===== config.mk =====
export PLATFORM = sky130hd
export DESIGN_NAME = sync_fifo
export DESIGN_NICKNAME = d
export VERILOG_FILES = /design/src/rtl/mfcc_fifo_pkg.sv /design/src/rtl/fifo_mem.sv /design/src/rtl/sync_fifo.sv
export SDC_FILE = /design/constraint.sdc
export NUM_CORES = 1
export LEC_CHECK = 0
export CAP_MARGIN = 30
export CORE_UTILIZATION = 50
export CTS_CLUSTER_DIAMETER = 120
export DETAILED_ROUTE_END_ITERATION = 10
export GPL_TIMING_DRIVEN = 0
export PLACE_DENSITY = 0.77
export SYNTH_ARGS = -nofsm -noshare
export SYNTH_HDL_FRONTEND = slang
export SYNTH_SLANG_ARGS = --single-unit

===== constraint.sdc =====
create_clock -name clk -period 5.3 [get_ports clk]
set_clock_uncertainty 0.1 [all_clocks]
set_input_delay 0.795 -clock clk [delete_from_list [all_inputs] [get_ports clk]]
set_output_delay 0.795 -clock clk [all_outputs]
set_load 0.005 [all_outputs]

===== src/rtl/mfcc_fifo_pkg.sv =====
// Shared definitions for the MFCC pipeline FIFOs.
//   cnt_width(depth) : bits needed to hold an occupancy of 0..depth
//   ptr_width(depth) : bits needed to address entries 0..depth-1 (at least 1)
//   FIFO_MODE_STD    : registered read, data valid the cycle after the pop
//   FIFO_MODE_FWFT   : head word presented combinationally, pop acknowledges it
package mfcc_fifo_pkg;

  localparam int FIFO_MODE_STD  = 0;
  localparam int FIFO_MODE_FWFT = 1;

  function automatic int cnt_width(input int depth);
    return $clog2(depth + 1);
  endfunction

  function automatic int ptr_width(input int depth);
    return ($clog2(depth) < 1) ? 1 : $clog2(depth);
  endfunction

endpackage


===== src/rtl/fifo_mem.sv =====
// DEPTH x WIDTH register array for sync_fifo.
// Ports:
//   clk    : clock, write on rising edge
//   we     : write enable
//   waddr  : write address, 0..DEPTH-1
//   wdata  : write data
//   raddr  : read address, 0..DEPTH-1
//   rdata  : asynchronous read data, mem[raddr]
// The storage is deliberately not reset; sync_fifo never exposes an entry
// before it has been written.
module fifo_mem #(
  parameter int DEPTH = 8,
  parameter int WIDTH = 8,
  parameter int AW    = 3
) (
  input  logic             clk,
  input  logic             we,
  input  logic [AW-1:0]    waddr,
  input  logic [WIDTH-1:0] wdata,
  input  logic [AW-1:0]    raddr,
  output logic [WIDTH-1:0] rdata
);

  logic [WIDTH-1:0] mem [DEPTH];

  always_ff @(posedge clk) begin
    if (we) begin
      mem[waddr] <= wdata;
    end
  end

  assign rdata = mem[raddr];

endmodule


===== src/rtl/sync_fifo.sv =====
// Single-clock FIFO with any DEPTH >= 2, standard or first-word-fall-through
// read mode, occupancy count, programmable almost-full/almost-empty flags and
// overflow/underflow error pulses.
// Ports:
//   clk, rst        : clock and synchronous active-high reset
//   wr_en_i         : push request, write_data_i is the word to push
//   rd_en_i         : pop request (FWFT: acknowledge of the presented word)
//   read_data_o     : popped word (standard) or head word (FWFT, 0 when empty)
//   full_o/empty_o  : count == DEPTH / count == 0
//   almost_full_o   : count >= AF_LEVEL
//   almost_empty_o  : count <= AE_LEVEL
//   count_o         : current occupancy
//   overflow_o      : registered pulse, a push was rejected last cycle
//   underflow_o     : registered pulse, a pop was rejected last cycle
//
// Handshake: the FIFO has no separate ready outputs; full_o/empty_o act as
// the inverted ready. A pop is accepted when rd_en_i && !empty_o. A push is
// accepted when wr_en_i && (!full_o || pop accepted), so a full FIFO takes a
// simultaneous push and pop, while an empty FIFO takes only the push. Any
// rejected request changes nothing except the matching error pulse.
module sync_fifo
  import mfcc_fifo_pkg::*;
#(
  parameter int DEPTH    = 8,
  parameter int WIDTH    = 8,
  parameter int FWFT     = FIFO_MODE_STD,
  parameter int AF_LEVEL = DEPTH - 1,
  parameter int AE_LEVEL = 1
) (
  input  logic                        clk,
  input  logic                        rst,
  input  logic                        wr_en_i,
  input  logic                        rd_en_i,
  input  logic [WIDTH-1:0]            write_data_i,
  output logic [WIDTH-1:0]            read_data_o,
  output logic                        full_o,
  output logic                        empty_o,
  output logic                        almost_full_o,
  output logic                        almost_empty_o,
  output logic [cnt_width(DEPTH)-1:0] count_o,
  output logic                        overflow_o,
  output logic                        underflow_o
);

  localparam int CW = cnt_width(DEPTH);
  localparam int PW = ptr_width(DEPTH);

  localparam logic [CW-1:0] DEPTH_C = CW'(DEPTH);
  localparam logic [CW-1:0] AF_C    = CW'(AF_LEVEL);
  localparam logic [CW-1:0] AE_C    = CW'(AE_LEVEL);
  localparam logic [PW-1:0] LAST_C  = PW'(DEPTH - 1);

  if (DEPTH < 2) begin : g_bad_depth
    $error("sync_fifo: DEPTH must be >= 2");
  end
  if (AF_LEVEL < 1 || AF_LEVEL > DEPTH) begin : g_bad_af
    $error("sync_fifo: AF_LEVEL must be in 1..DEPTH");
  end
  if (AE_LEVEL < 0 || AE_LEVEL >= DEPTH) begin : g_bad_ae
    $error("sync_fifo: AE_LEVEL must be in 0..DEPTH-1");
  end

  logic [PW-1:0]    wr_ptr_q;
  logic [PW-1:0]    rd_ptr_q;
  logic [CW-1:0]    count_q;
  logic             ovf_q;
  logic             udf_q;
  logic             rd_ok;
  logic             wr_ok;
  logic [WIDTH-1:0] mem_rdata;

  // Explicit wrap so non-power-of-two depths use exactly DEPTH slots.
  function automatic logic [PW-1:0] next_ptr(input logic [PW-1:0] p);
    return (p == LAST_C) ? '0 : p + 1'b1;
  endfunction

  assign full_o         = (count_q == DEPTH_C);
  assign empty_o        = (count_q == '0);
  assign almost_full_o  = (count_q >= AF_C);
  assign almost_empty_o = (count_q <= AE_C);
  assign count_o        = count_q;
  assign overflow_o     = ovf_q;
  assign underflow_o    = udf_q;

  assign rd_ok = rd_en_i & ~empty_o;
  assign wr_ok = wr_en_i & (~full_o | rd_ok);

  always_ff @(posedge clk) begin
    if (rst) begin
      wr_ptr_q <= '0;
      rd_ptr_q <= '0;
      count_q  <= '0;
      ovf_q    <= 1'b0;
      udf_q    <= 1'b0;
    end else begin
      if (wr_ok) begin
        wr_ptr_q <= next_ptr(wr_ptr_q);
      end
      if (rd_ok) begin
        rd_ptr_q <= next_ptr(rd_ptr_q);
      end
      case ({wr_ok, rd_ok})
        2'b10:   count_q <= count_q + 1'b1;
        2'b01:   count_q <= count_q - 1'b1;
        default: count_q <= count_q;
      endcase
      ovf_q <= wr_en_i & ~wr_ok;
      udf_q <= rd_en_i & ~rd_ok;
    end
  end

  // During reset the write is blocked so the cycle leaves storage untouched.
  fifo_mem #(
    .DEPTH (DEPTH),
    .WIDTH (WIDTH),
    .AW    (PW)
  ) u_mem (
    .clk   (clk),
    .we    (wr_ok & ~rst),
    .waddr (wr_ptr_q),
    .wdata (write_data_i),
    .raddr (rd_ptr_q),
    .rdata (mem_rdata)
  );

  if (FWFT == FIFO_MODE_FWFT) begin : g_fwft
    assign read_data_o = empty_o ? '0 : mem_rdata;
  end else begin : g_std
    logic [WIDTH-1:0] rdata_q;
    // The array is read asynchronously before the edge, so a full FIFO
    // doing push+pop on the same slot returns the old word.
    always_ff @(posedge clk) begin
      if (rst) begin
        rdata_q <= '0;
      end else if (rd_ok) begin
        rdata_q <= mem_rdata;
      end
    end
    assign read_data_o = rdata_q;
  end

endmodule


==> key figures, run 1 <==
Clocking
  – H-tree levels: 3
  – Clock root cell: clkbuf_8
  – Num Clock Sinks: 84
  – Clock-pin slew on the worst setup and hold paths: 0.10 ns
  – Hold-fix buffers at CTS: 0
  – Number of clock buffers inserted by TritonCTS: 9
  – Gates resized, CTS repair: 0
  – Clock latency on the worst-skew pair: 0.36 ns
  – Clock tree buffer depth: 2
  – Post-CTS setup buffers: 0
  – CTS tree: done

Pwr
  – Switching Fraction: 28.4%
  – Net switching power: 0.000454 W
  – Pwr dens: 386 mW/mm^2
  – VDD IR-drop max: 261 uV
  – P_leak: 1.38 nW
  – Comb power frac: 22.3%
  – Clock share of power: 29.2%
  – P_int: 0.00114 W
  – Share of power burned in registers: 48.5%
  – Final Power: 0.00160 W

Yosys
  – Post-synthesis cell area: 0.00351 mm^2
  – Top post-synthesis cells by area: edfxtp_1, dfxtp_1, mux2i_1
  – Syn nets: 280
  – FF+latch count, synth: 84
  – Sequential cell area fraction in the yosys report: 66.2%
  – Post-Synthesis Cells: 261
  – Number of synthesized flops with an enable pin: 64
  – Yosys top cell area share: 54.8%
  – Async set-or-reset flop fraction in the synthesized netlist: 0%
  – Avg Inst Size Synth: 13.4 um^2
  – Post-synth cell types: 40
  – Top_reg_cell synth: edfxtp_1
  – Yosys warns: 0
  – Yosys top cell by area: edfxtp_1

Outcome
  – Outcome: complete, no violations

Floorplanning
  – Die height: 85.7 um
  – DIE AREA: 0.00735 mm^2
  – IO Pins: 30
  – Cell Rows: 30
  – Initial Util: 51.6%
  – Core area: 0.00679 mm^2
  – Die W: 85.7 um

Routing
  – Initial DRC count: 132
  – Final ANT Viol Nets: 0
  – Avg Vias per Cell: 5.48
  – Final WL: 7.16 mm
  – DRC errors left: 0
  – Vias: 2,215
  – TritonRoute pass-1 iters: 4
  – Routed len/inst: 17.7 um

Min path
  – HP Class: flip-flop to flip-flop
  – Min-delay src: wr_ptr_q[1]

Worst setup path
  – Data arrival time of the critical path: 1.98 ns
  – Critical path class: flip-flop to output pin
  – Crit path max fanout: 9
  – Critical Path RT: 4.41 ns
  – Crit. Startpoint: count_o[1]
  – Crit end category: output pin
  – Startpoint types: flip-flop
  – R2R Path Start: count_o[0]

Global route
  – Largest net degree at the start of global routing: 17
  – Initial antenna violation count: 0
  – Tot GR Track Use: 21.4%
  – Vias in the first global route: 2,236
  – Grt total ovfl: 0
  – First-pass GRT wire length: 11.2 mm

Timing
  – Hold WS: 0.406 ns
  – Slew Viols, Final: 0
  – Final TNS setup: 0 ns
  – Final setup violation count: 0
  – Final worst slack: 2.43 ns
  – RSZ-0062 raised after global routing: false
  – Period utilization: 54.2%
  – Fin crit period: 2.87 ns
  – Rel. slew slack: 37.1%
  – Final Hold Viols: 0
  – Maximum clock frequency: 348 MHz
  – Actual slew at the worst max-slew pin: 0.940 ns

Finish
  – Layout cells sized above 1: 9.09%
  – Commonest non-fill, non-tap cell in the layout: edfxtp_1
  – Fillers: 519
  – Final design utilization: 60.9%
  – Commonest cells after routing, fill and taps aside: edfxtp_1, mux2i_1, clkdlybuf4s50_1
  – Reg area: 0.00232 mm^2
  – Multi-input logic area: 0.00111 mm^2
  – Antenna cells: 0
  – Nets: 322
  – Area grow syn2layout: 18.0%

Flow run
  – Max-cap violations: 0

Placement
  – I/O Buffers: 29
  – DP Worst Slack: 2.13 ns
  – Final Wtd Congestion: 0.774
  – Hpwl dp: 4.56 mm
cells in the mapped netlist (2+ instances only):
library cell / number
ha_1: 7
a22oi_1: 16
buf_1: 2
dfxtp_1: 20
mux2i_1: 32
or3_1: 4
edfxtp_1: 64
a21oi_1: 17
o21ai_0: 9
nor2_1: 21
nand2_1: 13
buf_2: 7
nand3_1: 4
and3_1: 3
nor2b_1: 4
nand2b_1: 6
inv_1: 3
clkbuf_1: 4
nor3_1: 4
sequential cells by signal (all words and copies together) (netlist names):
| register | flops |
|---|---|
| count_o | 4 |
| underflow_o | 1 |
| rd_ptr_q | 3 |
| overflow_o | 1 |
| read_data_o | 8 |
| wr_ptr_q | 3 |
| u_mem.mem | 64 |
per-layer routing:
metal  vias to the layer above  part of all wire [%]  wire length (um)  global-route usage (%)
met2                        62                    50              3580                    35.2
met3                         8                   5.5               392                    3.46
li1                       1069                     -                 -                       -
met1                      1076                    43              3080                    27.3
met4                         0                   1.4                98                    11.5
met5                         -                     0                 0                       0
kinds of logic after synthesis:
| kind of cell | after synthesis | synth area share, % |
|---|---|---|
| flops | 84 | 66.2 |
| simple gates | 68 | 10.0 |
| compound gates | 51 | 9.35 |
| mux | 33 | 9.46 |
| buf+inv | 17 | 2.18 |
| fa+ha+maj | 7 | 2.50 |
| xor+xnor | 1 | 0.250 |
stage by stage:
step	std cells	area, um^2
3_3_place_gp	386	3920
3_5_place_dp	388	3930
6_report	404	4140
5_1_grt	404	4140
2_1_floorplan	261	3510
4_1_cts	404	4140
worst paths after layout:
path,slack (ns),end,cells after the start
min reg2reg,0.41,wr_ptr_q[1],2
max,2.43,empty_o,5
min,0.41,wr_ptr_q[1],2
max reg2reg,2.48,u_mem.mem[0][5],7
area by class of cell:
class,instances,area share [%]
flip-flops and latches,84,56.1
multi-input cells,160,26.8
repair buffers,31,7.38
clock buffers,9,2.99
well taps,96,2.90
clock inverters,7,2.00
plain buffers,14,1.57
inverters,3,0.272
power by group through the flow:
| stage | clock [W] | combinational (W) | sequential, W |
|---|---|---|---|
| 6_report | 0.000466 | 0.000357 | 0.000775 |
| 5_1_grt | 0.000497 | 0.000389 | 0.000781 |
| 4_1_cts | 0.000477 | 0.000359 | 0.000775 |
| 3_5_place_dp | 0 | 0.000357 | 0.000790 |
| 3_3_place_gp | 0 | 0.000349 | 0.000788 |
| 2_1_floorplan | 0 | 0.000203 | 0.000788 |
critical path: stages, from the launching register on:
cell and delay, ns:
dfxtp_1 0.38, inv_1 0.12, ha_1 0.35, nand2b_4 0.11, nor2_1 0.13, clkdlybuf4s50_1 0.52
Power figures use the tool's default switching activity.
==> run 2: changes to the inputs <==
--- a/config.mk
+++ b/config.mk
@@ -10,7 +10,7 @@
 export CTS_CLUSTER_DIAMETER = 120
 export DETAILED_ROUTE_END_ITERATION = 10
 export GPL_TIMING_DRIVEN = 0
-export PLACE_DENSITY = 0.77
+export PLACE_DENSITY = 0.8
 export SYNTH_ARGS = -nofsm -noshare
 export SYNTH_HDL_FRONTEND = slang
 export SYNTH_SLANG_ARGS = --single-unit
==> constraint.sdc (replaced) <==
create_clock -name clk -period 2.3 [get_ports clk]
set_clock_uncertainty 0.1 [all_clocks]
set_input_delay 0.345 -clock clk [delete_from_list [all_inputs] [get_ports clk]]
set_output_delay 0.345 -clock clk [all_outputs]
set_load 0.005 [all_outputs]
==> run 2 against run 1 <==
Wire length shrank 3.3%. Design area rose by 3.0%. Highest routed layer unchanged. Clock power increased to 2.5 times the previous value. Power grew 140%. Largest cell class unchanged. Flip-flop and latch count did not move. Critical path type unchanged.
==> key figures, run 2 (synthesis gave the netlist of run 1 again) <==
Routing
  – Initial DRC count: 172
  – Vias: 2,235
  – Final ANT Viol Nets: 0
  – Final WL: 6.92 mm
  – Avg Vias per Cell: 5.50
  – Routed len/inst: 17.0 um
  – DRC errors left: 0
  – TritonRoute pass-1 iters: 4

Timing
  – RSZ-0062 raised after global routing: false
  – Hold WS: 0.416 ns
  – Actual slew at the worst max-slew pin: 0.779 ns
  – Fin crit period: 2.19 ns
  – Period utilization: 95.4%
  – Slew Viols, Final: 0
  – Rel. slew slack: 47.9%
  – Maximum clock frequency: 456 MHz
  – Final Hold Viols: 0
  – Final setup violation count: 0
  – Final worst slack: 0.106 ns

Global route
  – Vias in the first global route: 2,101
  – Largest net degree at the start of global routing: 17
  – Tot GR Track Use: 20.5%
  – Grt total ovfl: 0
  – First-pass GRT wire length: 10.9 mm
  – Initial antenna violation count: 0

Outcome
  – Outcome: complete, no violations

Pwr
  – Final Power: 0.00384 W
  – Pwr dens: 900 mW/mm^2
  – VDD IR-drop max: 368 uV
  – P_leak: 1.41 nW

Worst setup path
  – R2R Path Start: count_o[0]
  – Startpoint types: flip-flop
  – Crit path max fanout: 9
  – Critical Path RT: 1.86 ns
  – Largest stage delay, worst path: 0.52 ns
  – Crit. Startpoint: count_o[0]
  – R2r setup slk: 0.13 ns
  – Worst path top cell family by delay: buffers and inverters
  – Data arrival time of the critical path: 1.75 ns
  – Bufs and invs on worst path: 2
  – Reg-to-reg critical path endpoint: u_mem.mem[0][6]
  – CP Cell Sequence: inv_1 -> ha_4 -> nand2b_4 -> nor2_2 -> clkdlybuf4s50_1
  – Critical path class: flip-flop to output pin
  – R2R depth: 7
  – Slowest cell on the critical path: clkdlybuf4s50_1
  – Crit end category: output pin

Finish
  – Layout cells sized above 1: 14.5%
  – Commonest cells after routing, fill and taps aside: edfxtp_1, mux2i_1, clkdlybuf4s50_1
  – Max reg flops: 64
  – Fillers: 505
  – Commonest non-fill, non-tap cell in the layout: edfxtp_1
  – Largest register by flop count: u_mem.mem
  – Nets: 324
  – Antenna cells: 0
  – Area grow syn2layout: 21.6%

Placement
  – I/O Buffers: 29
  – DP Worst Slack: -0.395 ns
  – Final Wtd Congestion: 0.807
  – Hpwl dp: 4.48 mm

Clocking
  – Num Clock Sinks: 84
  – H-tree levels: 3
  – Clock latency on the worst-skew pair: 0.35 ns
  – Clock-pin slew on the worst setup and hold paths: 0.09 ns
  – Clock tree buffer depth: 2
  – Clock root cell: clkbuf_8
  – Number of clock buffers inserted by TritonCTS: 9
  – CTS tree: done

Min path
  – HP Class: flip-flop to flip-flop
  – Hold-critical path depth: 2
  – Min-delay src: wr_ptr_q[1]
  – End of the worst hold path: wr_ptr_q[1]

Floorplanning
  – Die height: 85.7 um
  – Die W: 85.7 um
  – Cell Rows: 30
  – DIE AREA: 0.00735 mm^2
  – Initial Util: 51.6%
  – IO Pins: 30
  – Core area: 0.00679 mm^2

Flow run
  – Max-cap violations: 0
## run 2: report_power, final
group,leakage [nW],switching [W],internal (W),total [W]
Clock,0.117,0.000552,0.000628,0.00118
Sequential,0.743,0.0000660,0.00172,0.00179
Combinational,0.553,0.000441,0.000425,0.000865
Total,1.41,0.00106,0.00278,0.00384
## run 2: metal layers
layer | vias to the layer above | GRT usage, % | part of all wire [%]
li1 | 1079 | - | -
met1 | 1073 | 26.2 | 42
met2 | 71 | 34.7 | 51
met3 | 12 | 4.04 | 4.9
met4 | 0 | 8.18 | 1.9
met5 | - | 0 | 0
## run 2: how the worst max path moves through the flow
stage | end | slack (ns) | depth (start not counted)
global placement | u_mem.mem[3][2] | -0.35 | 6
CTS | empty_o | 0.03 | 5
finish | empty_o | 0.11 | 5
detailed placement | u_mem.mem[3][2] | -0.39 | 6
floorplan | u_mem.mem[3][0] | 0.17 | 6
global route | empty_o | 0.01 | 5
## run 2: per-stage QoR
stage	TNS (ns)	util, %	instance area, um^2	instances
2_1_floorplan	0	-	3520	261
5_1_grt	0	62.7	4260	406
3_3_place_gp	-17.38	57.8	3930	386
3_5_place_dp	-20.05	57.8	3930	386
6_report	0	62.7	4260	406
4_1_cts	0	62.6	4250	406
## run 2: worst min-delay path, delay by kind of cell (launching register included)
| family | cells | cell delay, ns |
|---|---|---|
| AO/OA/AOI/OAI | 1 | 0.05 |
| flip-flops | 1 | 0.35 |
| AND/OR/NAND/NOR | 1 | 0.07 |
## run 2: timing repair
action,CTS,global route
endpoints found under the setup margin,67,55
gates resized for setup,18,4
hold buffers,0,0
pin swaps,3,0
setup buffers,4,0
## run 2: final cells by class
type,count,area [um^2],share of cell area (%)
flip-flops and latches,84,2320,54.5
multi-input cells,160,1190,28.0
repair buffers,33,320,7.51
clock buffers,9,124,2.91
well taps,96,120,2.82
clock inverters,7,103,2.41
plain buffers,14,65.1,1.53
inverters,3,11.3,0.264
==> run 3: changes to the inputs <==
--- a/config.mk
+++ b/config.mk
@@ -11,6 +11,7 @@
 export DETAILED_ROUTE_END_ITERATION = 10
 export GPL_TIMING_DRIVEN = 0
 export PLACE_DENSITY = 0.8
+export RECOVER_POWER = 25
 export SYNTH_ARGS = -nofsm -noshare
 export SYNTH_HDL_FRONTEND = slang
 export SYNTH_SLANG_ARGS = --single-unit
==> run 3 against run 2 <==
Hold slack did not move. Critical path depth did not move. Die area did not move. Highest routed layer unchanged. Design area did not move.
==> key figures, run 3 (synthesis gave the netlist of run 1 again) <==
Clocking
  – H-tree levels: 3
  – Clock latency on the worst-skew pair: 0.35 ns
  – Clock tree buffer depth: 2
  – Clock-pin slew on the worst setup and hold paths: 0.09 ns
  – Num Clock Sinks: 84
  – Clock root cell: clkbuf_8
  – CTS tree: done
  – Hold-fix buffers at CTS: 0
  – Number of clock buffers inserted by TritonCTS: 9

Pwr
  – Comb power frac: 22.5%
  – Clock share of power: 30.8%
  – Switching Fraction: 27.6%
  – P_int: 0.00277 W
  – Share of power burned in registers: 46.7%
  – P_leak: 1.41 nW
  – VDD IR-drop max: 368 uV
  – Final Power: 0.00383 W
  – Pwr dens: 899 mW/mm^2
  – Net switching power: 0.00106 W

Worst setup path
  – R2R Path Start: count_o[0]
  – Largest stage delay, worst path: 0.52 ns
  – Data arrival time of the critical path: 1.75 ns
  – R2r setup slk: 0.13 ns
  – Critical path class: flip-flop to output pin
  – Critical Path RT: 1.86 ns
  – CP Cell Sequence: inv_1 -> ha_4 -> nand2b_4 -> nor2_2 -> clkdlybuf4s50_1
  – Crit path max fanout: 9
  – Reg-to-reg critical path endpoint: u_mem.mem[0][6]
  – Slowest cell on the critical path: clkdlybuf4s50_1
  – Crit. Startpoint: count_o[0]
  – Crit end category: output pin
  – Startpoint types: flip-flop
  – R2R depth: 7

Timing
  – Final worst slack: 0.106 ns
  – Final setup violation count: 0
  – Fin crit period: 2.19 ns
  – Period utilization: 95.4%
  – Maximum clock frequency: 456 MHz
  – Final Hold Viols: 0
  – RSZ-0062 raised after global routing: false
  – Actual slew at the worst max-slew pin: 0.779 ns
  – Slew Viols, Final: 0
  – Rel. slew slack: 47.9%

Placement
  – Final Wtd Congestion: 0.807
  – Dpl cells: 386
  – Hpwl dp: 4.48 mm
  – DP Worst Slack: -0.395 ns
  – DP Area: 0.00393 mm^2
  – I/O Buffers: 29

Min path
  – Min-delay src: wr_ptr_q[1]
  – Hold-critical path depth: 2
  – HP Class: flip-flop to flip-flop
  – End of the worst hold path: wr_ptr_q[1]

Outcome
  – Outcome: complete, no violations

Global route
  – Initial antenna violation count: 0
  – Grt total ovfl: 0
  – Largest net degree at the start of global routing: 17
  – Vias in the first global route: 2,101
  – Tot GR Track Use: 20.5%
  – First-pass GRT wire length: 10.9 mm

Finish
  – Antenna cells: 0
  – Nets: 324
  – Final Non-Filler Cells: 406
  – Layout cells sized above 1: 14.5%
  – Largest register by flop count: u_mem.mem
  – Commonest cells after routing, fill and taps aside: edfxtp_1, mux2i_1, clkdlybuf4s50_1
  – Post-route cell area: 0.00426 mm^2
  – Commonest non-fill, non-tap cell in the layout: edfxtp_1
  – Max reg flops: 64
  – Area grow syn2layout: 21.6%
  – Final design utilization: 62.7%

Floorplanning
  – Initial Util: 51.6%
  – Die W: 85.7 um
  – DIE AREA: 0.00735 mm^2
  – IO Pins: 30
  – Cell Rows: 30
  – Core area: 0.00679 mm^2
  – Die height: 85.7 um

Routing
  – TritonRoute pass-1 iters: 4
  – Vias: 2,235
  – Final WL: 6.92 mm
  – DRC errors left: 0
  – Avg Vias per Cell: 5.50
  – Final ANT Viol Nets: 0
  – Routed len/inst: 17.0 um
  – Initial DRC count: 172

Flow run
  – Max-cap violations: 0
==> run 3: stage by stage <==
| step | hold WS [ns] | setup TNS, ns |
|---|---|---|
| floorplan | 0.344 | 0 |
| detailed placement | 0.390 | -20.05 |
| finish | 0.416 | 0 |
| global placement | 0.373 | -17.38 |
| global route | 0.440 | 0 |
| CTS | 0.402 | 0 |
==> run 3: timing repair <==
| item | in CTS | in global routing |
|---|---|---|
| resized for setup | 18 | 4 |
| pin swaps | 3 | 0 |
| setup buffers | 4 | 0 |
| setup endpoints to repair | 67 | 55 |
| endpoints found under the hold margin | 0 | 0 |
==> run 3: worst max-delay path by stage <==
stage / to / slack, ns / cells after the start
floorplan: u_mem.mem[3][0] / 0.17 / 6
global placement: u_mem.mem[3][2] / -0.35 / 6
detailed placement: u_mem.mem[3][2] / -0.39 / 6
CTS: empty_o / 0.03 / 5
global route: empty_o / 0.01 / 5
finish: empty_o / 0.11 / 5
==> run 3: final cells by class <==
| class | instances | area [um^2] |
|---|---|---|
| buffer | 14 | 65.1 |
| clock buffer | 9 | 124 |
| clock inverter | 7 | 103 |
| fill | 505 | 2530 |
| inverter | 3 | 11.3 |
| multi-input combinational | 160 | 1190 |
| sequential | 84 | 2320 |
| tap | 96 | 120 |
| timing repair buffer | 33 | 320 |
==> run 3: critical path, delay by kind of cell, from the launching register on <==
family | cells | cell delay (ns)
DFF | 1 | 0.37
buffers and inverters | 2 | 0.62
adders and majority gates | 1 | 0.20
and+or+nand+nor | 2 | 0.20
==> run 3: power by group through the flow <==
| stage | combinational, W | sequential [W] | clock (W) |
|---|---|---|---|
| floorplan | 0.000469 | 0.00182 | 0 |
| global placement | 0.000798 | 0.00182 | 0 |
| detailed placement | 0.000819 | 0.00182 | 0 |
| CTS | 0.000856 | 0.00179 | 0.00120 |
| global route | 0.000946 | 0.00180 | 0.00127 |
| finish | 0.000863 | 0.00179 | 0.00118 |
==> run 3: per-layer routing <==
layer	part of all wire, %	vias to the layer above	global-route usage [%]	routed length [um]
met2	51	71	34.7	3540
met5	0	-	0	0
met1	42	1073	26.2	2920
li1	-	1079	-	-
met3	4.9	12	4.04	336
met4	1.9	0	8.18	132
